--- src/rtl/alu_arbiter_if.sv ---
// Bundle of signals between two requesters, the arbiter, the shared ALU and the consumer.
// slave modport: arbiter side (alu_arbiter). master modport: environment side
// (requesters, shared ALU, response consumer).
interface alu_arbiter_if #(
  parameter int WIDTH = 32
);
  logic             req0_valid;
  logic             req0_ready;
  logic [2:0]       req0_op;
  logic [WIDTH-1:0] req0_a;
  logic [WIDTH-1:0] req0_b;

  logic             req1_valid;
  logic             req1_ready;
  logic [2:0]       req1_op;
  logic [WIDTH-1:0] req1_a;
  logic [WIDTH-1:0] req1_b;

  logic [2:0]       alu_op;
  logic [WIDTH-1:0] alu_a;
  logic [WIDTH-1:0] alu_b;
  logic [WIDTH-1:0] alu_result;

  logic             rsp_valid;
  logic             rsp_ready;
  logic             rsp_id;
  logic [WIDTH-1:0] rsp_result;
  logic             rsp_err;

  modport slave (
    input  req0_valid, req0_op, req0_a, req0_b,
    input  req1_valid, req1_op, req1_a, req1_b,
    input  alu_result, rsp_ready,
    output req0_ready, req1_ready,
    output alu_op, alu_a, alu_b,
    output rsp_valid, rsp_id, rsp_result, rsp_err
  );

  modport master (
    output req0_valid, req0_op, req0_a, req0_b,
    output req1_valid, req1_op, req1_a, req1_b,
    output alu_result, rsp_ready,
    input  req0_ready, req1_ready,
    input  alu_op, alu_a, alu_b,
    input  rsp_valid, rsp_id, rsp_result, rsp_err
  );
endinterface

--- src/rtl/alu_arbiter.sv ---
// Round-robin arbiter sharing one combinational ALU between two requesters.
// Latency: accept edge N, result captured edge N+1, rsp_valid high after it; issue interval >= 3 cycles.
// Backpressure: the response is held in RESP until rsp_ready; no request is accepted meanwhile.
// Ports: clk, rst_n (async active-low), bus (alu_arbiter_if.slave: req0/1 valid-ready
// channels, ALU drive/result, response valid-ready channel).
module alu_arbiter #(
  parameter int WIDTH = 32
) (
  input  logic          clk,
  input  logic          rst_n,
  alu_arbiter_if.slave  bus
);

  localparam logic [2:0] OP_ILLEGAL = 3'b111;

  typedef enum logic [1:0] {IDLE, EXEC, RESP} state_t;

  state_t           state;
  state_t           state_nxt;
  logic             last_grant;
  logic             grant;
  logic             grant_id;
  logic             lat_id;
  logic [2:0]       lat_op;
  logic [WIDTH-1:0] lat_a;
  logic [WIDTH-1:0] lat_b;
  logic             lat_illegal;

  assign lat_illegal = (lat_op == OP_ILLEGAL);

  always_ff @(posedge clk or negedge rst_n) begin
    if (!rst_n) begin
      state <= IDLE;
    end else begin
      state <= state_nxt;
    end
  end

  always_comb begin
    state_nxt      = state;
    grant          = 1'b0;
    grant_id       = 1'b0;
    bus.req0_ready = 1'b0;
    bus.req1_ready = 1'b0;
    bus.alu_op     = 3'b000;
    bus.alu_a      = '0;
    bus.alu_b      = '0;
    bus.rsp_valid  = 1'b0;
    case (state)
      IDLE: begin
        // rst_n gates the grant so no ready escapes while reset is held.
        if (rst_n && (bus.req0_valid || bus.req1_valid)) begin
          grant = 1'b1;
          // Contention goes to whoever was not granted last; a lone requester always wins.
          if (bus.req0_valid && bus.req1_valid) begin
            grant_id = ~last_grant;
          end else begin
            grant_id = bus.req1_valid;
          end
          bus.req0_ready = ~grant_id;
          bus.req1_ready = grant_id;
          state_nxt      = EXEC;
        end
      end
      EXEC: begin
        // An illegal opcode leaves the ALU parked at add 0,0.
        if (!lat_illegal) begin
          bus.alu_op = lat_op;
          bus.alu_a  = lat_a;
          bus.alu_b  = lat_b;
        end
        state_nxt = RESP;
      end
      RESP: begin
        bus.rsp_valid = 1'b1;
        if (bus.rsp_ready) begin
          state_nxt = IDLE;
        end
      end
      default: state_nxt = IDLE;
    endcase
  end

  always_ff @(posedge clk or negedge rst_n) begin
    if (!rst_n) begin
      last_grant     <= 1'b1;
      lat_id         <= 1'b0;
      lat_op         <= 3'b000;
      lat_a          <= '0;
      lat_b          <= '0;
      bus.rsp_id     <= 1'b0;
      bus.rsp_result <= '0;
      bus.rsp_err    <= 1'b0;
    end else begin
      if (grant) begin
        last_grant <= grant_id;
        lat_id     <= grant_id;
        lat_op     <= grant_id ? bus.req1_op : bus.req0_op;
        lat_a      <= grant_id ? bus.req1_a  : bus.req0_a;
        lat_b      <= grant_id ? bus.req1_b  : bus.req0_b;
      end
      if (state == EXEC) begin
        bus.rsp_id     <= lat_id;
        bus.rsp_result <= lat_illegal ? '0 : bus.alu_result;
        bus.rsp_err    <= lat_illegal;
      end
    end
  end

endmodule

--- src/flat_wrapper.sv ---
// flat-port wrapper written by rule: the top's interface ports become plain ports
module alu_arbiter_flat 
#(
  parameter int WIDTH = 32
)
  (clk, rst_n, bus_req0_valid, bus_req0_op, bus_req0_a, bus_req0_b, bus_req1_valid, bus_req1_op, bus_req1_a, bus_req1_b, bus_alu_result, bus_rsp_ready, bus_req0_ready, bus_req1_ready, bus_alu_op, bus_alu_a, bus_alu_b, bus_rsp_valid, bus_rsp_id, bus_rsp_result, bus_rsp_err);
  alu_arbiter_if #(.WIDTH(WIDTH)) bus_i ();
  input  logic clk;
  input  logic rst_n;
  input wire logic [$bits(bus_i.req0_valid)-1:0] bus_req0_valid;
  input wire logic [$bits(bus_i.req0_op)-1:0] bus_req0_op;
  input wire logic [$bits(bus_i.req0_a)-1:0] bus_req0_a;
  input wire logic [$bits(bus_i.req0_b)-1:0] bus_req0_b;
  input wire logic [$bits(bus_i.req1_valid)-1:0] bus_req1_valid;
  input wire logic [$bits(bus_i.req1_op)-1:0] bus_req1_op;
  input wire logic [$bits(bus_i.req1_a)-1:0] bus_req1_a;
  input wire logic [$bits(bus_i.req1_b)-1:0] bus_req1_b;
  input wire logic [$bits(bus_i.alu_result)-1:0] bus_alu_result;
  input wire logic [$bits(bus_i.rsp_ready)-1:0] bus_rsp_ready;
  output wire logic [$bits(bus_i.req0_ready)-1:0] bus_req0_ready;
  output wire logic [$bits(bus_i.req1_ready)-1:0] bus_req1_ready;
  output wire logic [$bits(bus_i.alu_op)-1:0] bus_alu_op;
  output wire logic [$bits(bus_i.alu_a)-1:0] bus_alu_a;
  output wire logic [$bits(bus_i.alu_b)-1:0] bus_alu_b;
  output wire logic [$bits(bus_i.rsp_valid)-1:0] bus_rsp_valid;
  output wire logic [$bits(bus_i.rsp_id)-1:0] bus_rsp_id;
  output wire logic [$bits(bus_i.rsp_result)-1:0] bus_rsp_result;
  output wire logic [$bits(bus_i.rsp_err)-1:0] bus_rsp_err;
  assign bus_i.req0_valid = bus_req0_valid;
  assign bus_i.req0_op = bus_req0_op;
  assign bus_i.req0_a = bus_req0_a;
  assign bus_i.req0_b = bus_req0_b;
  assign bus_i.req1_valid = bus_req1_valid;
  assign bus_i.req1_op = bus_req1_op;
  assign bus_i.req1_a = bus_req1_a;
  assign bus_i.req1_b = bus_req1_b;
  assign bus_i.alu_result = bus_alu_result;
  assign bus_i.rsp_ready = bus_rsp_ready;
  assign bus_req0_ready = bus_i.req0_ready;
  assign bus_req1_ready = bus_i.req1_ready;
  assign bus_alu_op = bus_i.alu_op;
  assign bus_alu_a = bus_i.alu_a;
  assign bus_alu_b = bus_i.alu_b;
  assign bus_rsp_valid = bus_i.rsp_valid;
  assign bus_rsp_id = bus_i.rsp_id;
  assign bus_rsp_result = bus_i.rsp_result;
  assign bus_rsp_err = bus_i.rsp_err;
  alu_arbiter #(.WIDTH(WIDTH)) u_core (.clk(clk), .rst_n(rst_n), .bus(bus_i));
endmodule
--- config.mk ---
export PLATFORM = sky130hd
export DESIGN_NAME = alu_arbiter_flat
export DESIGN_NICKNAME = d
export VERILOG_FILES = /design/src/rtl/alu_arbiter_if.sv /design/src/rtl/alu_arbiter.sv /design/src/flat_wrapper.sv
export SDC_FILE = /design/constraint.sdc
export NUM_CORES = 1
export LEC_CHECK = 0
export ABC_AREA = 0
export CORE_MARGIN = 4
export CORE_UTILIZATION = 36
export CTS_CLUSTER_SIZE = 8
export DETAILED_ROUTE_END_ITERATION = 8
export GPL_ROUTABILITY_DRIVEN = 0
export PLACE_DENSITY = 0.79
export SLEW_MARGIN = 20
export SYNTH_ARGS = -nofsm -noshare
export SYNTH_HDL_FRONTEND = slang
export SYNTH_SLANG_ARGS = --single-unit
--- constraint.sdc ---
create_clock -name clk -period 1.4 [get_ports clk]
set_input_delay 0.28 -clock clk [delete_from_list [all_inputs] [get_ports clk]]
set_output_delay 0.28 -clock clk [all_outputs]
set_load 0.01 [all_outputs]
== Word-level counts from Yosys, hierarchy flattened ==
Cells that the tools add are included.

* Register bits after elaboration: 105
* Input bits: 171
* Output and inout port bits: 104
* Logic and storage cells: 44

* Equal/unequal tests: 5
* Muxes and demuxes: 23
* Bitwise gates (word level): 2
* Reductions and logical operators: 5

{| class="wikitable"
|+ Operators by type and width
! operator !! count
|-
| $mux W32 || 7
|-
| $mux W1 || 10
|-
| $mux W3 || 3
|-
| $pmux W2 S3 || 1
|-
| $mux W2 || 2
|-
| $eq A3 B3 Y1 const B || 1
|-
| $eq A2 B1 Y1 const B || 1
|-
| $eq A2 B2 Y1 const B || 1
|-
| $logic_and A1 B1 Y1 || 2
|-
| $logic_not A2 Y1 || 1
|-
| $ne A2 B1 Y1 const B || 1
|-
| $ne A2 B2 Y1 const B || 1
|-
| $not A1 Y1 || 2
|-
| $reduce_and A2 Y1 || 1
|-
| $logic_or A1 B1 Y1 || 1
|}

== Logic depth before layout (Yosys ltp) ==
Gate-level depths: netlist of run 1.

* Depth in word-level cells: 7
* Gate-level depth with buffers: 7
* Gate-level depth less buffers: 4

== Least setup slack after synthesis of run 1 ==
No wires, ideal clock.

* Path type: register to output
* Start point: register u_core.state[1]
* End point: output port bus_alu_a[0]
* Arrival time: 1,345 ps
* Required time: 1,120 ps
* Path slack: -225 ps
* Cell stages (with the launch flop): 6
* Buffers on the path: 2
* Cell sequence: dfrtp_1 nand2b_1 buf_2 a31oi_4 clkbuf_1 and2_1

* Cells in the longest elaborated chain, start to end: 2

{| class="wikitable"
|+ Ends and longest elaborated chain
! item !! line !! text
|-
| start: declaration || alu_arbiter.sv:18 || <nowiki>state_t state;</nowiki>
|-
| start signal: assignment || alu_arbiter.sv:35 || <nowiki>state <= state_nxt;</nowiki>
|-
| $eq A2 B1 Y1 || alu_arbiter.sv:49 || <nowiki>case (state)</nowiki>
|-
| $mux W32 || alu_arbiter.sv:49 ||
|-
| end: declaration || flat_wrapper.sv:23 || <nowiki>output wire logic [$bits(bus_i.alu_a)-1:0] bus_alu_a;</nowiki>
|}

Every way passes these cells.

== Final worst setup path of run 1 ==
Same ends and word-level chain as after synthesis.

==> impl_metrics.csv, run 1 <==
group,metric,value,unit
final_layout,drive_above_1_share,38.9,%
placed_design,pre_cts_ws,-0.613,ns
detailed_routing,drc,0,
yosys,syn_nets,650,
yosys,synth_area_leaders,"dfrtp_1, a221o_1, and2_1",
global_route,grt_first_pass_wirelength,30800,um
clock_tree,cts_made_buffers,9,
die,dieArea,16300,sq um
die,start_util,37.0,%
clock_tree,cts_root_buf,"clkbuf_16",
global_route,antenna_found_initial,0,
worst_setup_path,cp_data_required_time,1.12,ns
yosys,ys_seq_area_share,51.0,%
power,p_leak,4.63,nW
worst_setup_path,end_kind,"output pin",
power,internal_power,10.2,mW
power,pwr-share-comb,48.4,%
die,die_y,128,um
worst_setup_path,setup.worst_path.start_class,"register",
yosys,synth_top_area_share,50.5,%
placed_design,port_buffers,274,
timing,setup_ws,-0.649,ns
timing,period_needed,2.05,ns
power,seqPwrFrac,34.9,%
global_route,grt_pass1_vias,5470,
power,netSwitchingFraction,34.7,%
timing,timing.final.crit_share,146,%
status,failed_checks,"setup timing",
detailed_routing,first_pass_iters,5,
timing,fin_setup_tns,-61.31,ns
detailed_routing,vias,5368,
timing,setup_viol,173,
die,die_w,128,um
die,core_area,13900,sq um
final_layout,diodes,0,
worst_setup_path,criticalPathCategory,"reg -> out",
job,maxCapViolations,0,
detailed_routing,drt_iter0_markers,445,
die,row_count,43,
placed_design,dpl.cell_count,912,
global_route,grtUsageTotal,24.6,%
die,io_pins,275,
timing,slew-limit-headroom,61.2,%
timing,final_max_slew_viol_count,0,
timing,timing.fmax,488,MHz
timing,worst_slew_pin_slew,0.582,ns
timing,fin_hold_ws,0.108,ns
power,clkPwrFrac,16.7,%
yosys,yosysWarnings,0,
yosys,netlist_area,5150,sq um
final_layout,nets,952,
worst_setup_path,critical_path.max_fanout,8,
yosys,yosysTopAreaCell,"dfrtp_1",
timing,rsz0062_at_grt,"yes",
power,power,15.6,mW
worst_setup_path,critPathArrivalTime,1.77,ns
timing,hold_violations,0,
final_layout,utilization,71.5,%
placed_design,dpl_cell_area,8390,sq um
final_layout,areaGrowthSynthToFinish,93.3,%
global_route,grt_max_degree,68,
clock_tree,cts_buffer_depth,2,
clock_tree,cts_max_level,3,
placed_design,dp_hpwl,12800,um
yosys,avgSynthCellArea,10.8,sq um
final_layout,final_area,9960,sq um
detailed_routing,ant_nets,0,
yosys,synth_cells,479,
clock_tree,clk_pin_slew,0.09,ns
yosys,ys_seq_elements,105,
clock_tree,cts_tree,"built",
power,power.net_switching,5.40,mW
final_layout,fin_cells,966,
min_path,min_path_type,"in -> async",
yosys,synthDistinctLibCells,26,
detailed_routing,wl,22000,um
clock_tree,insertion_delay,0.36,ns
timing,fin_skew,0.0170,ns
status,status,"complete, but fails checks",
detailed_routing,routedWlPerCell,22.8,um
clock_tree,clock-sinks,105,
global_route,grt_overflow,0,
power,power.density,1560,nW/um^2
detailed_routing,vias_per_cell,5.56,
power,ir_worst_vdd,0.673,mV
==> Yosys cell counts, drive strengths merged <==
| cell type | number |
|---|---|
| and2 | 66 |
| a21oi | 1 |
| a221o | 67 |
| nand2 | 70 |
| buf | 22 |
| nor3 | 67 |
| or3b | 1 |
| nand2b | 3 |
| a22o | 32 |
| nand3 | 1 |
| dfrtp | 104 |
| o21a | 2 |
| mux2 | 1 |
| clkbuf | 30 |
| o21ai | 2 |
| and2b | 1 |
| nor3b | 1 |
| nor2 | 1 |
| inv | 4 |
| and3 | 1 |
| dfstp | 1 |
| a31oi | 1 |
==> cell type report <==
class | instances | area (sq um)
Clock buffer | 9 | 225
Clock inverter | 7 | 81.3
Fill cell | 938 | 3980
Inverter | 4 | 17.5
Multi-Input combinational cell | 318 | 2760
Sequential cell | 105 | 2630
Tap cell | 180 | 225
Timing Repair Buffer | 343 | 4020
==> registers in the layout, summed over array words and instances (netlist names) <==
register and flops:
u_core.bus.rsp_result 32, u_core.lat_a 32, u_core.lat_b 32, u_core.lat_op 3
u_core.state 2, u_core.bus.rsp_err 1, u_core.bus.rsp_id 1, u_core.last_grant 1
u_core.lat_id 1
==> power groups by stage <==
stage,sequential (mW),combinational [mW],clock (mW)
after floorplan,5.37,2.95,0
after global placement,5.30,5.87,0
after detailed placement,5.35,6.01,0
after CTS,5.37,7.15,2.64
after global routing,5.57,7.94,2.75
final,5.43,7.54,2.59
==> worst max-delay path, stage by stage, from the launching register on <==
cell	delay, ns
dfrtp_1	0.39
nand2b_4	0.16
a31oi_4	0.18
buf_12	0.17
buf_12	0.12
buf_8	0.13
and2_4	0.15
buf_6	0.09
==> layout by cell type (no fill, tap or decap), drive strengths merged <==
cell type | synthesis | routed
nand2b | 3 | 3
a21oi | 1 | 1
a221o | 67 | 67
nand2 | 70 | 70
nor3b | 1 | 1
nor2 | 1 | 1
dlymetal6s2s | 0 | 34
and2 | 66 | 66
buf | 22 | 135
clkdlybuf4s50 | 0 | 168
o21ai | 2 | 2
and2b | 1 | 1
clkbuf | 30 | 15
nor3 | 67 | 67
nand3 | 1 | 1
a22o | 32 | 32
a31oi | 1 | 1
clkinv | 0 | 4
dfstp | 1 | 1
and3 | 1 | 1
mux2 | 1 | 1
or3b | 1 | 1
inv | 4 | 7
dfrtp | 104 | 104
o21a | 2 | 2
==> cell families after synthesis <==
kind of cell           count (synthesis)  synth area share, %
flip-flops                           105                 51.0
multiplexers                           1                0.219
AND/OR/NAND/NOR                      212                 23.7
buffers and inverters                 56                 5.56
AO/OA/AOI/OAI                        105                 19.5
==> routing by layer <==
metal | global-route usage (%) | vias to the layer above | part of all wire, %
li1 | - | 2373 | -
met1 | 31.7 | 2634 | 41
met2 | 40.4 | 315 | 48
met3 | 5.43 | 46 | 8.2
met4 | 9.80 | 0 | 2.8
met5 | 0 | - | 0
==> repair_timing <==
item | 4_1_cts | 5_1_grt
gates resized for setup | 403 | 127
cloned | 12 | 7
endpoints found under the setup margin | 202 | 269
endpoints found under the hold margin | 0 | 0
pin swaps | 43 | 24
hold buffers | 0 | 0
buffers inserted | 19 | 12
==> final timing paths <==
path | from | end | slack [ns] | cells after the start
setup / recovery | u_core.state[1]$_DFFE_PN0P_ | bus_alu_a[0] | -0.65 | 7
hold / removal | rst_n | u_core.bus.rsp_result[1]$_DFFE_PN0P_ | 0.11 | 3
setup reg to reg | u_core.state[1]$_DFFE_PN0P_ | u_core.lat_a[22]$_DFFE_PN0P_ | -0.34 | 5
hold reg to reg | u_core.bus.rsp_result[10]$_DFFE_PN0P_ | u_core.bus.rsp_result[10]$_DFFE_PN0P_ | 0.50 | 1
max in group asynchronous | rst_n | u_core.state[0]$_DFFE_PN0P_ | 0.33 | 4
min in group clk | bus_req0_valid | u_core.last_grant$_DFFE_PN1P_ | 0.41 | 4
No activity file was read; power rests on OpenSTA's default activity.
==> inputs of run 2 (changes only) <==
Settings changed: CAP_MARGIN set to 0.
==> results of run 2 <==
No change in the layout: final DEF, timing and power equal those of run 1.
==> inputs of run 3 (changes only) <==
Settings changed: CORE_UTILIZATION 36 to 43, PLACE_DENSITY 0.79 to 0.88.
Clock period 1.4 ns to 2.4 ns, I/O delays scaled along.
==> run 3 against run 2 <==
  * Count of clock-buffer cells in the layout increased by 4
  * Critical endpoint is now bus_alu_a[14]
  * Worst setup slack improved by 0.71 ns
  * Sequential share of layout area increased by 5.2 points
  * Highest routed layer unchanged
  * The run now ends clean
  * Clock power decreased by 46%
  * Final area decreased by 16%
  * Global-route usage increased by 1.8 points
  * Hold slack improved by 0.17 ns
==> impl_metrics.csv, run 3 (synthesis gave the netlist of run 1 again) <==
group,metric,value,unit
worst_setup_path,critPathArrivalTime,1.85,ns
final_layout,nets,905,
placed_design,port_buffers,274,
detailed_routing,vias,4994,
clock_tree,cts_hold_buf,0,
clock_tree,clk_pin_slew,0.07,ns
die,core_area,11600,sq um
detailed_routing,drc,0,
worst_setup_path,end_kind,"output pin",
final_layout,diodes,0,
final_layout,fillCellCount,790,
placed_design,dpl_cell_area,7970,sq um
worst_setup_path,criticalPathCategory,"reg -> out",
clock_tree,clock-sinks,105,
detailed_routing,wl,18500,um
clock_tree,cts_max_level,3,
power,ir_worst_vdd,0.442,mV
detailed_routing,first_pass_iters,4,
placed_design,dp_hpwl,12800,um
die,row_count,39,
die,die_w,117,um
timing,rsz0062_at_grt,"yes",
clock_tree,insertion_delay,0.33,ns
worst_setup_path,cp_data_required_time,1.92,ns
detailed_routing,routedWlPerCell,20.9,um
die,dieArea,13800,sq um
clock_tree,cts_root_buf,"clkbuf_16",
worst_setup_path,setup.worst_path.start_class,"register",
detailed_routing,vias_per_cell,5.66,
clock_tree,cts_made_buffers,9,
global_route,grt_first_pass_wirelength,29600,um
timing,setup_ws,0.0654,ns
clock_tree,cts_tree,"built",
timing,setup_viol,0,
detailed_routing,drt_iter0_markers,347,
die,die_y,117,um
status,status,"finished, final reports clean",
power,power,7.78,mW
power,p_leak,3.70,nW
global_route,grt_overflow,0,
timing,fin_skew,0.00900,ns
global_route,antenna_found_initial,0,
detailed_routing,ant_nets,0,
die,io_pins,275,
final_layout,areaGrowthSynthToFinish,61.4,%
timing,slew-limit-headroom,29.3,%
final_layout,layout_commonest_cell,"clkdlybuf4s50_1",
job,maxCapViolations,0,
timing,timing.final.crit_share,97.3,%
global_route,grt_pass1_vias,5421,
final_layout,top_regs,"u_core.bus.rsp_result (32), u_core.lat_a (32), u_core.lat_b (32)",
placed_design,pre_cts_ws,0.134,ns
timing,final_max_slew_viol_count,0,
worst_setup_path,reg2reg_depth,5,
timing,timing.fmax,428,MHz
power,power.density,936,nW/um^2
die,start_util,44.6,%
min_path,min_path_type,"in -> async",
timing,worst_slew_pin_slew,1.06,ns
final_layout,final_cell_mix,"clkdlybuf4s50_1, dfrtp_1, nand2_1",
timing,hold_violations,0,
global_route,grt_max_degree,69,
final_layout,final_area,8320,sq um
clock_tree,cts_buffer_depth,2,
worst_setup_path,critical_path.max_fanout,27,
final_layout,drive_above_1_share,10.8,%
global_route,grtUsageTotal,26.4,%
timing,period_needed,2.33,ns
-- run 3: cell count changes in the layout (fill, tap and decap cells not counted), sizes merged --
cell,previous run,this run
buf,135,24
dlygate4sd2,0,40
clkdlybuf4s50,168,204
dlymetal6s2s,34,2
clkdlybuf4s15,0,24
clkinv,4,0
clkinvlp,0,2
inv,7,5
-- run 3: area by class of cell --
class                      count  area [sq um]  area share [%]
clock buffer                  13           260            3.13
multi-input combinational    318          2270            27.3
sequential                   105          2630            31.6
inverter                       4          15.0           0.181
timing repair buffer         296          2940            35.4
clock inverter                 3          23.8           0.286
tap                          143           179            2.15
-- run 3: repair_timing --
action | 4_1_cts | 5_1_grt
pin swaps | 0 | 1
gates cloned | 2 | 0
setup endpoints to repair | 69 | 32
gates resized for setup | 71 | 32
setup buffers | 5 | 1
hold endpoints to repair | 0 | 0
-- run 3: worst paths after layout --
path / endpoint / from / slack, ns
min: u_core.lat_id$_DFFE_PN0P_ / rst_n / 0.28
max in group asynchronous: u_core.lat_a[15]$_DFFE_PN0P_ / rst_n / 0.95
max: bus_alu_a[14] / u_core.state[1]$_DFFE_PN0P_ / 0.07
min reg2reg: u_core.lat_a[31]$_DFFE_PN0P_ / u_core.lat_a[31]$_DFFE_PN0P_ / 0.51
min in group clk: u_core.lat_a[31]$_DFFE_PN0P_ / u_core.lat_a[31]$_DFFE_PN0P_ / 0.51
max reg2reg: u_core.lat_b[13]$_DFFE_PN0P_ / u_core.state[1]$_DFFE_PN0P_ / 0.45
-- run 3: routing by layer --
metal	global-route usage [%]	vias to the layer above	routed length, um
li1	-	2252	-
met1	32.2	2442	7210
met2	44.4	253	9200
met3	6.78	47	1290
met4	11.4	0	770
met5	0	-	0
-- run 3: worst max-delay path: stages, from the launching register on --
cell	delay [ns]
dfrtp_1	0.38
nand2b_4	0.16
a31oi_4	0.16
buf_4	0.16
buf_4	0.11
buf_12	0.15
and2_1	0.14
clkdlybuf4s15_1	0.25
-- run 3: stage by stage --
| stage | std cells | setup TNS, ns | utilization (%) | hold slack, ns |
|---|---|---|---|---|
| global route | 882 | -0.00421 | 71.9 | 0.342 |
| CTS | 881 | -0.0582 | 71.6 | 0.295 |
| floorplan | 479 | 0 | - | 0.184 |
| global placement | 858 | 0 | 68.9 | 0.485 |
| detailed placement | 858 | 0 | 68.9 | 0.489 |
| finish | 882 | 0 | 71.9 | 0.282 |
-- run 3: power by group --
group / internal (mW) / leakage, nW / total [mW] / switching (mW)
combinational: 1.85 / 2.27 / 3.23 / 1.37
sequential: 2.61 / 1.30 / 3.15 / 0.544
clock: 0.766 / 0.132 / 1.41 / 0.641
